==> config.mk <==
export PLATFORM = sky130hd
export DESIGN_NAME = uart_tx_flat
export DESIGN_NICKNAME = d
export VERILOG_FILES = /design/src/rtl/uart_pkg.sv /design/src/rtl/uart_tx_if.sv /design/src/rtl/uart_tx_bit_timer.sv /design/src/rtl/uart_tx.sv /design/src/flat_wrapper.sv
export SDC_FILE = /design/constraint.sdc
export NUM_CORES = 1
export LEC_CHECK = 0
export BUFFER_PORTS_ARGS = -buffer_cell sky130_fd_sc_hd__buf_2
export CAP_MARGIN = 30
export CORE_ASPECT_RATIO = 1.25
export CORE_MARGIN = 3
export CORE_UTILIZATION = 55
export DETAILED_ROUTE_END_ITERATION = 10
export GPL_ROUTABILITY_DRIVEN = 0
export PLACE_DENSITY = 0.84
export RECOVER_POWER = 50
export SLEW_MARGIN = 20
export SYNTH_ARGS = -nofsm -noshare
export SYNTH_HDL_FRONTEND = slang
export SYNTH_SLANG_ARGS = --single-unit
==> constraint.sdc <==
create_clock -name clk -period 7.44 [get_ports clk]
set_input_delay 1.488 -clock clk [delete_from_list [all_inputs] [get_ports clk]]
set_output_delay 1.488 -clock clk [all_outputs]
set_load 0.05 [all_outputs]
==> src/rtl/uart_pkg.sv <==
// Shared UART definitions: TX FSM states, line-level bit constants, parity
// encoding and default widths. The RX side uses the same bit and parity constants.
package uart_pkg;

    localparam int unsigned DEFAULT_DATA_WIDTH     = 8;
    localparam int unsigned DEFAULT_PRESCALE_WIDTH = 6;

    // Line levels of the framing bits
    localparam logic START_BIT = 1'b0;
    localparam logic STOP_BIT  = 1'b1;

    // Par_Typ encoding
    localparam logic PAR_EVEN = 1'b0;
    localparam logic PAR_ODD  = 1'b1;

    typedef enum logic [2:0] {
        StIdle,
        StStart,
        StData,
        StParity,
        StStop
    } tx_state_e;

endpackage

==> src/rtl/uart_tx_if.sv <==
// Parallel-side and serial-side signals of the UART transmitter.
// master: the byte source (drives data/config, observes TX_OUT/Busy).
// slave:  the uart_tx block itself.
interface uart_tx_if
    import uart_pkg::*;
#(
    parameter int unsigned DATA_WIDTH     = DEFAULT_DATA_WIDTH,
    parameter int unsigned PRESCALE_WIDTH = DEFAULT_PRESCALE_WIDTH
);

    logic [DATA_WIDTH-1:0]     P_DATA;
    logic                      Data_Valid;
    logic [PRESCALE_WIDTH-1:0] Prescale;
    logic                      Par_En;
    logic                      Par_Typ;
    logic                      TX_OUT;
    logic                      Busy;

    modport master (
        output P_DATA,
        output Data_Valid,
        output Prescale,
        output Par_En,
        output Par_Typ,
        input  TX_OUT,
        input  Busy
    );

    modport slave (
        input  P_DATA,
        input  Data_Valid,
        input  Prescale,
        input  Par_En,
        input  Par_Typ,
        output TX_OUT,
        output Busy
    );

endinterface

==> src/rtl/uart_tx_bit_timer.sv <==
// Bit-period timer for the UART transmitter. Counts 0..prescale-1 while enabled
// and strobes bit_done on the last clock of each bit. A prescale of 0 acts as 1.
module uart_tx_bit_timer
    import uart_pkg::*;
#(
    parameter int unsigned PRESCALE_WIDTH = DEFAULT_PRESCALE_WIDTH
) (
    input  logic                      clk,
    input  logic                      rst,
    input  logic                      enable,
    input  logic [PRESCALE_WIDTH-1:0] prescale,
    output logic                      bit_done
);

    logic [PRESCALE_WIDTH-1:0] presc_cnt_q, presc_cnt_d;
    logic [PRESCALE_WIDTH-1:0] last_cnt;

    // Terminal count and next count; idle counter parks at zero
    always_comb begin
        last_cnt    = (prescale == '0) ? '0 : prescale - PRESCALE_WIDTH'(1);
        bit_done    = enable && (presc_cnt_q == last_cnt);
        presc_cnt_d = presc_cnt_q + PRESCALE_WIDTH'(1);
        if (!enable || bit_done) begin
            presc_cnt_d = '0;
        end
    end

    // Counter register with synchronous reset
    always_ff @(posedge clk) begin
        if (rst) begin
            presc_cnt_q <= '0;
        end else begin
            presc_cnt_q <= presc_cnt_d;
        end
    end

endmodule

==> src/rtl/uart_tx.sv <==
// UART transmitter: start bit, DATA_WIDTH data bits LSB first, optional parity,
// stop bit. Each bit lasts Prescale clocks. Data and configuration are latched
// on acceptance, so mid-frame input changes do not affect the frame in flight.
// Build option UART_TX_STOP2_EN: send two stop bits instead of one.
module uart_tx
    import uart_pkg::*;
#(
    parameter int unsigned DATA_WIDTH     = DEFAULT_DATA_WIDTH,
    parameter int unsigned PRESCALE_WIDTH = DEFAULT_PRESCALE_WIDTH
) (
    input  logic      clk,
    input  logic      rst,
    uart_tx_if.slave  bus
);

    localparam int unsigned BIT_CNT_WIDTH = (DATA_WIDTH > 1) ? $clog2(DATA_WIDTH) : 1;
    localparam logic [BIT_CNT_WIDTH-1:0] LAST_BIT = BIT_CNT_WIDTH'(DATA_WIDTH - 1);

    tx_state_e                 state_q, state_d;
    logic [DATA_WIDTH-1:0]     data_q, data_d;
    logic [PRESCALE_WIDTH-1:0] presc_q, presc_d;
    logic                      par_en_q, par_en_d;
    logic                      par_typ_q, par_typ_d;
    logic [BIT_CNT_WIDTH-1:0]  bit_cnt_q, bit_cnt_d;
    logic                      tx_out_q, tx_out_d;
    logic                      busy_q, busy_d;
`ifdef UART_TX_STOP2_EN
    logic                      stop_cnt_q, stop_cnt_d;
`endif

    logic timer_en;
    logic bit_done;
    logic parity_bit;

    assign timer_en = (state_q != StIdle);

    uart_tx_bit_timer #(
        .PRESCALE_WIDTH (PRESCALE_WIDTH)
    ) u_bit_timer (
        .clk      (clk),
        .rst      (rst),
        .enable   (timer_en),
        .prescale (presc_q),
        .bit_done (bit_done)
    );

    // Parity over the latched byte; even parity makes the total count of ones even
    assign parity_bit = (par_typ_q == PAR_EVEN) ? (^data_q) : ~(^data_q);

    // Next-state logic plus registered-output precompute
    always_comb begin
        state_d   = state_q;
        data_d    = data_q;
        presc_d   = presc_q;
        par_en_d  = par_en_q;
        par_typ_d = par_typ_q;
        bit_cnt_d = bit_cnt_q;
`ifdef UART_TX_STOP2_EN
        stop_cnt_d = stop_cnt_q;
`endif

        unique case (state_q)
            StIdle: begin
                if (bus.Data_Valid) begin
                    state_d   = StStart;
                    data_d    = bus.P_DATA;
                    presc_d   = bus.Prescale;
                    par_en_d  = bus.Par_En;
                    par_typ_d = bus.Par_Typ;
                    bit_cnt_d = '0;
                end
            end
            StStart: begin
                if (bit_done) begin
                    state_d   = StData;
                    bit_cnt_d = '0;
                end
            end
            StData: begin
                if (bit_done) begin
                    if (bit_cnt_q == LAST_BIT) begin
                        bit_cnt_d = '0;
                        state_d   = par_en_q ? StParity : StStop;
                    end else begin
                        bit_cnt_d = bit_cnt_q + BIT_CNT_WIDTH'(1);
                    end
                end
            end
            StParity: begin
                if (bit_done) begin
                    state_d = StStop;
                end
            end
            StStop: begin
                if (bit_done) begin
`ifdef UART_TX_STOP2_EN
                    if (!stop_cnt_q) begin
                        stop_cnt_d = 1'b1;
                    end else begin
                        stop_cnt_d = 1'b0;
                        state_d    = StIdle;
                    end
`else
                    state_d = StIdle;
`endif
                end
            end
            default: begin
                state_d = StIdle;
            end
        endcase

        // Outputs follow the state being entered so they change on the same edge
        tx_out_d = STOP_BIT;
        unique case (state_d)
            StStart:  tx_out_d = START_BIT;
            StData:   tx_out_d = data_d[bit_cnt_d];
            StParity: tx_out_d = parity_bit;
            default:  tx_out_d = STOP_BIT;
        endcase
        busy_d = (state_d != StIdle);
    end

    // State, latched frame parameters and registered outputs
    always_ff @(posedge clk) begin
        if (rst) begin
            state_q   <= StIdle;
            data_q    <= '0;
            presc_q   <= '0;
            par_en_q  <= 1'b0;
            par_typ_q <= 1'b0;
            bit_cnt_q <= '0;
            tx_out_q  <= STOP_BIT;
            busy_q    <= 1'b0;
`ifdef UART_TX_STOP2_EN
            stop_cnt_q <= 1'b0;
`endif
        end else begin
            state_q   <= state_d;
            data_q    <= data_d;
            presc_q   <= presc_d;
            par_en_q  <= par_en_d;
            par_typ_q <= par_typ_d;
            bit_cnt_q <= bit_cnt_d;
            tx_out_q  <= tx_out_d;
            busy_q    <= busy_d;
`ifdef UART_TX_STOP2_EN
            stop_cnt_q <= stop_cnt_d;
`endif
        end
    end

    assign bus.TX_OUT = tx_out_q;
    assign bus.Busy   = busy_q;

endmodule

==> src/flat_wrapper.sv <==
// flat-port wrapper written by rule: the top's interface ports become plain ports
module uart_tx_flat import uart_pkg::*;
#(
    parameter int unsigned DATA_WIDTH     = DEFAULT_DATA_WIDTH,
    parameter int unsigned PRESCALE_WIDTH = DEFAULT_PRESCALE_WIDTH
)
  (clk, rst, bus_P_DATA, bus_Data_Valid, bus_Prescale, bus_Par_En, bus_Par_Typ, bus_TX_OUT, bus_Busy);
  uart_tx_if #(.DATA_WIDTH(DATA_WIDTH), .PRESCALE_WIDTH(PRESCALE_WIDTH)) bus_i ();
  input  logic clk;
  input  logic rst;
  input wire logic [$bits(bus_i.P_DATA)-1:0] bus_P_DATA;
  input wire logic [$bits(bus_i.Data_Valid)-1:0] bus_Data_Valid;
  input wire logic [$bits(bus_i.Prescale)-1:0] bus_Prescale;
  input wire logic [$bits(bus_i.Par_En)-1:0] bus_Par_En;
  input wire logic [$bits(bus_i.Par_Typ)-1:0] bus_Par_Typ;
  output wire logic [$bits(bus_i.TX_OUT)-1:0] bus_TX_OUT;
  output wire logic [$bits(bus_i.Busy)-1:0] bus_Busy;
  assign bus_i.P_DATA = bus_P_DATA;
  assign bus_i.Data_Valid = bus_Data_Valid;
  assign bus_i.Prescale = bus_Prescale;
  assign bus_i.Par_En = bus_Par_En;
  assign bus_i.Par_Typ = bus_Par_Typ;
  assign bus_TX_OUT = bus_i.TX_OUT;
  assign bus_Busy = bus_i.Busy;
  uart_tx #(.DATA_WIDTH(DATA_WIDTH), .PRESCALE_WIDTH(PRESCALE_WIDTH)) u_core (.clk(clk), .rst(rst), .bus(bus_i));
endmodule
==> results of run 1 <==
[cells in the final DEF, fill, tap and decap left out, types with 5 or more instances in the layout]
cell type and n:
a21oi_1 21, buf_2 19, clkbuf_4 5, dfxtp_1 30
inv_1 8, nand2_1 36, nor2_1 15, nor3_1 7
nor4_1 5, xnor2_1 11, xor2_1 5
[state kept, by name, summed over array words and instances, names as in the netlist]
register / count
u_core.bus.TX_OUT: 1
u_core.par_typ_q: 1
u_core.par_en_q: 1
u_core.bus.Busy: 1
u_core.u_bit_timer.presc_cnt_q: 6
u_core.data_q: 8
u_core.presc_q: 6
u_core.state_q: 3
u_core.bit_cnt_q: 3
[kinds of logic after synthesis]
| group | Yosys count | share of synthesized area |
|---|---|---|
| AO/OA/AOI/OAI | 53 | 0.213 |
| XOR/XNOR | 16 | 0.0782 |
| adder cells (fa/ha/maj) | 4 | 0.0279 |
| buffers and inverters | 23 | 0.0537 |
| flip-flops | 30 | 0.335 |
| multiplexers | 4 | 0.0244 |
| AND/OR/NAND/NOR | 95 | 0.268 |
[layout make-up]
cell class / instances / area share
flip-flops and latches: 30 / 0.314
multi-input cells: 172 / 0.572
repair buffers: 20 / 0.0516
clock buffers: 7 / 0.0235
well taps: 36 / 0.0235
inverters: 8 / 0.0157
[final timing paths]
check	to	slack (ns)	cells after the start
setup / recovery	u_core.bus.TX_OUT$_SDFF_PP1_	4.09	11
hold / removal	u_core.par_typ_q$_SDFFE_PP0P_	0.47	2
setup reg to reg	u_core.bus.TX_OUT$_SDFF_PP1_	4.09	11
hold reg to reg	u_core.par_typ_q$_SDFFE_PP0P_	0.47	2
[metrics by stage]
stage / util / cell area, µm² / worst slack [ns]
2_1_floorplan: - / 1790 / 4.32
3_3_place_gp: 0.618 / 1870 / 4.12
3_5_place_dp: 0.618 / 1870 / 4.10
4_1_cts: 0.633 / 1920 / 4.09
5_1_grt: 0.633 / 1920 / 3.86
6_report: 0.633 / 1920 / 4.09
[power breakdown]
| group | internal [W] | switching, W |
|---|---|---|
| sequential | 0.000172 | 0.0000162 |
| combinational | 0.0000509 | 0.0000745 |
| clock | 0.0000356 | 0.0000527 |
| total | 0.000259 | 0.000143 |
[layer usage]
layer  wire length, µm  share of wire  GRT usage  up-vias
li1                  -              -          -      813
met1              1560           0.42      0.219      722
met2              1920           0.52      0.361       42
met3               157          0.042     0.0484       10
met4                74          0.020     0.0876        0
met5                 0              0          0        -
[worst max-delay path: cells and delay by family, from the launching register on]
kind	cells	cell delay, ns
buf+inv	1	0.09
simple gates	3	0.95
flops	1	0.40
fa+ha+maj	1	0.22
compound gates	5	1.28
mux	1	0.33
==> run summary, run 1 <==
drt pass-1 iters = 4
pwr dens = 210 nW/µm²
leakage power = 0.742 nW
worst-margin pin slew = 0.933 ns
top cells by count, synth = 36 x nand2_1, 30 x dfxtp_1, 21 x a21oi_1
Synth top area share = 0.335
unrepaired setup endpoints after global routing = false
Final Slew Violations = 0
worst vdd ir = 0.000161 V
Layout Cells excl Fill = 273
final setup fails = 0
critical path startpoint category = flop
Sequential cell area = 601 µm²
CTS Buf Count = 5
H-Tree Depth = 2
crit-path cells = inv_1 > ha_1 > nand2b_1 > a2111oi_0 > o221ai_1 > or4_4 > o311ai_4 > nor2b_4 > mux2_1 > a311o_1 > a31oi_1
total gr overflow = 0
mapped cell area = 1790 µm²
sequential cell area fraction in the yosys report = 0.335
CTS Sinks = 30
Layout area overhead = 6.84%
Critical Path RT = 7.70 ns
Rel. slew slack = 0.377
worst path arrival time = 3.61 ns
DPL Wire Length = 2630 µm
CTS tree = yes
crit end category = flop
fin crit period = 3.35 ns
root cell of the clock tree = clkbuf_4
multi-input logic area = 1100 µm²
CP max-delay cell = or4_4
Hold Slack = 0.474 ns
Total Power = 0.000402 W
post-CTS sizing = 0
buffers added on ports = 20
Crit. Startpoint = u_core.presc_q[0]$_SDFFE_PP0P_
final WL = 3710 µm
cts-stage hold buffer count = 0
maximum clock frequency = 298 MHz
Period Utilization, post-route = 0.450
final setup skew = 0.00471 ns
cells after synthesis = 225
Iteration-0 DRC Markers = 85
Primary FF master, synth = dfxtp_1
routed vias = 1587
Site Rows = 22
Worst Path Max Fanout = 9
min-delay worst type = flop to flop
first-pass GRT wire length = 6380 µm
antenna cells = 0
Worst Hold Launch = u_core.par_typ_q$_SDFFE_PP0P_
Clock transition at path regs = 0.09 ns
Fin. Hold Viols = 0
GRT Overall Usage = 0.201
maximum root-to-sink buffer count = 2
routed wire length per instance = 13.6 µm
largest net degree at the start of global routing = 25
Vias/cell = 5.81
post-route antenna net violation count = 0
synth top area cells = dfxtp_1 33%, nand2_1 7.5%, a21oi_1 5.9%
FF-to-FF Start = u_core.presc_q[0]$_SDFFE_PP0P_
count leader, synth = nand2_1
core area = 3030 µm²
number of synthesized flops with an enable pin = 0
Top Ports = 21
die area = 3990 µm²
placed cells = 266
Synth Register Bits = 30
Starting Density = 0.592
status = finished clean
Syn. warnings = 0
die span in y = 69.8 µm
fraction of registers with async set or reset after synthesis = 0
clk_lat worst skew = 0.32 ns
initial antenna violation count = 0
largest area contributor in the netlist = dfxtp_1
vias in the first global route = 1495
ratio of cells with drive above 1 in the final layout = 0.156
critical path's largest stage delay = 0.56 ns
Post-CTS Setup Inserts = 0
setup TNS = 0 ns
Final nets = 260
Avg Cell Area, Syn = 7.97 µm²
drt drc = 0
maxcap violations = 0
Fillers = 282
Die W = 57.1 µm
Distinct cells, synth = 56
Setup CP Type = flop to flop
syn nets = 248
Power figures use the tool's default switching activity.
==> inputs of run 2 (changes only) <==
- CORE_UTILIZATION: 55 -> 52
- PLACE_DENSITY: 0.84 -> 0.83
- clock period: 7.44 -> 2.86 ns (I/O delays scaled with it)
==> run 2 against run 1 <==
  * Die area increased by 5.2%
  * Highest routed layer unchanged
  * Clock skew decreased by 0.00092 ns
  * Utilization increased by 3.0 points
  * Critical endpoint unchanged
  * Total power increased to 3.1 times the previous value
  * Global-route usage increased by 0.84 points
==> run summary, run 2 (synthesized netlist as in run 1, its figures left out) <==
status = finished clean
vias in the first global route = 1561
Final WS setup = 0.000678 ns
DPL Wire Length = 2890 µm
total gr overflow = 0
final setup skew = 0.00379 ns
Site Rows = 23
switching share of power = 0.333
Clk network pwr share = 0.276
ratio of cells with drive above 1 in the final layout = 0.278
first-pass GRT wire length = 6670 µm
Starting Density = 0.551
commonest non-fill, non-tap cell in the layout = nand2_1
critical path's largest stage delay = 0.54 ns
Seq pwr share = 0.390
biggest regs = u_core.data_q: 8 flops, u_core.presc_q: 6 flops, u_core.u_bit_timer.presc_cnt_q: 6 flops
initial antenna violation count = 0
Setup CP Type = flop to flop
drt drc = 0
Die W = 58.5 µm
largest net degree at the start of global routing = 25
Layout area overhead = 20.2%
Final nets = 277
Rel. slew slack = 0.472
final WL = 4050 µm
worst vdd ir = 0.000423 V
Hold Slack = 0.468 ns
final setup fails = 0
commonest cells after routing, fill and taps aside = 36 x nand2_1, 28 x dfxtp_1, 20 x a21oi_1
Fillers = 285
H-Tree Depth = 2
antenna cells = 0
CTS tree = yes
core area = 3250 µm²
Switching Power = 0.000415 W
routed vias = 1674
Place WS = -0.0636 ns
WHS Path Cells = 2
unrepaired setup endpoints after global routing = true
clk_lat worst skew = 0.28 ns
pwr dens = 579 nW/µm²
die span in y = 71.7 µm
Critical Path RT = 3.07 ns
R2R depth = 9
root cell of the clock tree = clkbuf_8
Biggest register = u_core.data_q
CTS Buf Count = 5
worst-margin pin slew = 0.792 ns
drt pass-1 iters = 4
leakage power = 0.860 nW
routed wire length per instance = 13.9 µm
post-route antenna net violation count = 0
Total Power = 0.00125 W
placed cells = 283
maximum root-to-sink buffer count = 2
crit-path cells = or4_1 > o21ai_2 > xor2_1 > or4_4 > o311ai_4 > nor2b_4 > mux2_4 > a311o_1 > a31oi_1
Fin. Hold Viols = 0
cts-stage hold buffer count = 0
die area = 4190 µm²
Worst Path Max Fanout = 6
crit end category = flop
internal power = 0.000834 W
Final Slew Violations = 0
Layout Cells excl Fill = 292
Vias/cell = 5.73
buffers added on ports = 20
fin crit period = 2.86 ns
GRT Overall Usage = 0.210
Period Utilization, post-route = 1.00
maximum clock frequency = 350 MHz
critical path startpoint category = flop
max reg flops = 8
min-delay worst type = flop to flop
CP max-delay cell = or4_4
Top Ports = 21
Combinational Power Share = 0.334
CTS Sinks = 30
Clock transition at path regs = 0.06 ns
worst path arrival time = 3.07 ns
maxcap violations = 0
Iteration-0 DRC Markers = 60
-- run 2: cell types whose count changed in the layout (fill, tap and decap cells not counted), sizes merged --
cell and delta:
clkbuf +2, clkinv +1, buf +15
-- run 2: final cells by class --
cell class,instances,area (µm²),share of cell area
inverters,8,30.0,0.0139
flip-flops and latches,30,603,0.280
clock inverters,1,5.00,0.00232
repair buffers,37,221,0.103
clock buffers,7,86.3,0.0400
well taps,37,46.3,0.0215
multi-input cells,172,1160,0.540
-- run 2: worst max-delay path, delay by kind of cell (launching register included) --
family	cells	cell delay [ns]
AOI/OAI and AO/OA	4	0.80
DFF	1	0.35
xor gates and xnor gates	1	0.08
and+or+nand+nor	3	1.25
muxes	1	0.30
-- run 2: metal layers --
layer,vias to the layer above,track usage,share of wire
li1,852,-,-
met4,0,0.116,0.030
met2,40,0.384,0.54
met1,768,0.211,0.39
met5,-,0,0
met3,14,0.0505,0.041
-- run 2: through the flow --
stage,setup TNS [ns],utilization,instance area [µm²]
after floorplan,-0.0319,-,1820
after global placement,-0.0149,0.622,2020
after detailed placement,-0.0636,0.622,2020
after CTS,0,0.660,2150
after global routing,-0.142,0.663,2160
final,0,0.663,2160
-- run 2: worst paths after layout --
check,from,end,slack [ns]
setup / recovery,u_core.presc_q[1]$_SDFFE_PP0P_,u_core.bus.TX_OUT$_SDFF_PP1_,0.0007
hold / removal,u_core.par_typ_q$_SDFFE_PP0P_,u_core.par_typ_q$_SDFFE_PP0P_,0.47
setup reg to reg,u_core.presc_q[1]$_SDFFE_PP0P_,u_core.bus.TX_OUT$_SDFF_PP1_,0.0007
hold reg to reg,u_core.par_typ_q$_SDFFE_PP0P_,u_core.par_typ_q$_SDFFE_PP0P_,0.47
-- run 2: repair_timing --
item | CTS | global route
pin swaps | 2 | 1
gates resized for setup | 7 | 6
setup buffers | 1 | 0
endpoints found under the setup margin | 1 | 2
-- run 2: power by group through the flow --
stage | logic [W] | clock network (W) | registers (W)
2_1_floorplan | 0.000283 | 0 | 0.000495
3_3_place_gp | 0.000383 | 0 | 0.000492
3_5_place_dp | 0.000387 | 0 | 0.000493
4_1_cts | 0.000407 | 0.000357 | 0.000486
5_1_grt | 0.000458 | 0.000372 | 0.000492
6_report | 0.000417 | 0.000345 | 0.000487
==> inputs of run 3 (changes only) <==
--- a/config.mk
+++ b/config.mk
@@ -10,3 +10,2 @@
 export CORE_ASPECT_RATIO = 1.25
-export CORE_MARGIN = 3
 export CORE_UTILIZATION = 52
==> constraint.sdc (replaced) <==
create_clock -name clk -period 2.86 [get_ports clk]
set_input_delay 0.143 -clock clk [delete_from_list [all_inputs] [get_ports clk]]
set_output_delay 0.143 -clock clk [all_outputs]
set_load 0.02 [all_outputs]
==> run 3 against run 2 <==
  * The run now ends with negative setup slack left
  * Sequential share of layout area up 0.21 points
  * Clock-buffer cell count unchanged
  * First-iteration DRC count unchanged
  * Non-clock buffer count down 3
  * Cell count down 1.4%
  * Setup slack worse by 0.043 ns
==> run summary, run 3 (synthesized netlist as in run 1, its figures left out) <==
min-delay worst type = input port to flop
maxcap violations = 0
Switching Power = 0.000402 W
biggest regs = u_core.data_q: 8 flops, u_core.presc_q: 6 flops, u_core.u_bit_timer.presc_cnt_q: 6 flops
Vias/cell = 5.70
Clk network pwr share = 0.260
status = finished with violations
initial antenna violation count = 0
Layout area overhead = 19.6%
GRT Overall Usage = 0.251
commonest non-fill, non-tap cell in the layout = nand2_1
worst vdd ir = 0.000477 V
final setup skew = 0.00621 ns
CTS tree = yes
Rel. slew slack = 0.541
CTS Buf Count = 5
clk_lat worst skew = 0.28 ns
worst path arrival time = 3.05 ns
Die W = 54.5 µm
Critical Path RT = 3.01 ns
die area = 3690 µm²
final core utilization = 0.659
commonest cells after routing, fill and taps aside = 36 x nand2_1, 27 x dfxtp_1, 21 x a21oi_1
final setup fails = 1
antenna cells = 0
cts-stage hold buffer count = 0
post-route antenna net violation count = 0
core area = 3250 µm²
Final nets = 274
H-Tree Depth = 2
Layout Cells excl Fill = 288
maximum root-to-sink buffer count = 2
crit end category = flop
Site Rows = 23
Worst Path Max Fanout = 6
ratio of cells with drive above 1 in the final layout = 0.259
Iteration-0 DRC Markers = 60
setup TNS = -0.0425 ns
Biggest register = u_core.data_q
max reg flops = 8
largest net degree at the start of global routing = 25
root cell of the clock tree = clkbuf_8
die span in y = 67.7 µm
Combinational Power Share = 0.332
Setup CP Type = flop to flop
routed wire length per instance = 14.1 µm
CP max-delay cell = or4_4
Worst Hold Launch = bus_Prescale[4]
leakage power = 0.852 nW
Starting Density = 0.551
switching share of power = 0.334
failing checks = negative setup slack
drt drc = 0
routed vias = 1643
unrepaired setup endpoints after global routing = true
critical path's largest stage delay = 0.50 ns
FF-to-FF Start = u_core.presc_q[3]$_SDFFE_PP0P_
Place WS = -0.113 ns
CTS Sinks = 30
Seq pwr share = 0.408
buffers added on ports = 20
Crit path buffers/inverters = 1
DPL Wire Length = 2860 µm
Period Utilization, post-route = 1.01
Crit. Startpoint = u_core.presc_q[3]$_SDFFE_PP0P_
Fin. Hold Viols = 0
Final WS setup = -0.0425 ns
placed cells = 280
internal power = 0.000801 W
vias in the first global route = 1542
Top Ports = 21
final WL = 4050 µm
drt pass-1 iters = 4
R2R Setup Slk = -0.04 ns
crit-path leading delay family = compound AO/OA/AOI/OAI gates
fin crit period = 2.90 ns
first-pass GRT wire length = 6550 µm
crit-path cells = buf_4 > or2_4 > o311ai_2 > o221ai_1 > or4_4 > o21ai_1 > a21boi_4 > mux2_2 > o211ai_1 > a31oi_1
Clock transition at path regs = 0.06 ns
maximum clock frequency = 345 MHz
critical path startpoint category = flop
Hold Slack = 0.0873 ns
Final Slew Violations = 0
total gr overflow = 0
pwr dens = 561 nW/µm²
worst-margin pin slew = 0.681 ns
==> run 3: cell count changes in the layout (fill, tap and decap cells not counted), sizes merged <==
cell | previous run | this run
clkinv | 1 | 0
buf | 34 | 31
==> run 3: final cells by class <==
cell class              instances  area [µm²]
clock buffers                   7        76.3
well taps                      37        46.3
fillers                       274        1110
inverters                       8        30.0
multi-input cells             172        1190
repair buffers                 34         199
flip-flops and latches         30         604
==> run 3: through the flow <==
| step | cell area [µm²] | power (W) |
|---|---|---|
| floorplan | 1820 | 0.000767 |
| global route | 2140 | 0.00127 |
| finish | 2140 | 0.00120 |
| detailed placement | 2000 | 0.000859 |
| global placement | 2000 | 0.000850 |
| CTS | 2140 | 0.00120 |
==> run 3: final timing paths <==
kind	to	cells past startpoint
worst max-delay path	u_core.bus.TX_OUT$_SDFF_PP1_	10
worst min-delay path	u_core.presc_q[4]$_SDFFE_PP0P_	3
worst max register to register	u_core.bus.TX_OUT$_SDFF_PP1_	10
worst min register to register	u_core.presc_q[3]$_SDFFE_PP0P_	2
==> run 3: power groups by stage <==
stage                     clock network (W)  logic (W)  registers (W)
after floorplan                           0   0.000283       0.000483
after global placement                    0   0.000357       0.000493
after detailed placement                  0   0.000364       0.000495
after CTS                          0.000323   0.000391       0.000488
after global routing               0.000340   0.000434       0.000495
final                              0.000313   0.000399       0.000491
==> run 3: worst register-to-register path, delay by kind of cell (launching register included) <==
family                 cells  cell delay, ns
AO/OA/AOI/OAI              6            1.19
buffers and inverters      1            0.14
flip-flops                 1            0.33
multiplexers               1            0.36
AND/OR/NAND/NOR            2            0.76
==> run 3: timing repair <==
| action | 4_1_cts | 5_1_grt |
|---|---|---|
| gates resized for setup | 12 | 4 |
| setup buffers | 1 | 0 |
| pin swaps | 4 | 1 |
| endpoints found under the setup margin | 1 | 2 |
==> run 3: routing by layer <==
metal / global-route usage / routed length, µm / vias up
met2: 0.463 / 2260 / 31
met5: 0 / 0 / -
met3: 0.0631 / 122 / 12
met4: 0.135 / 104 / 0
li1: - / - / 843
met1: 0.245 / 1560 / 757
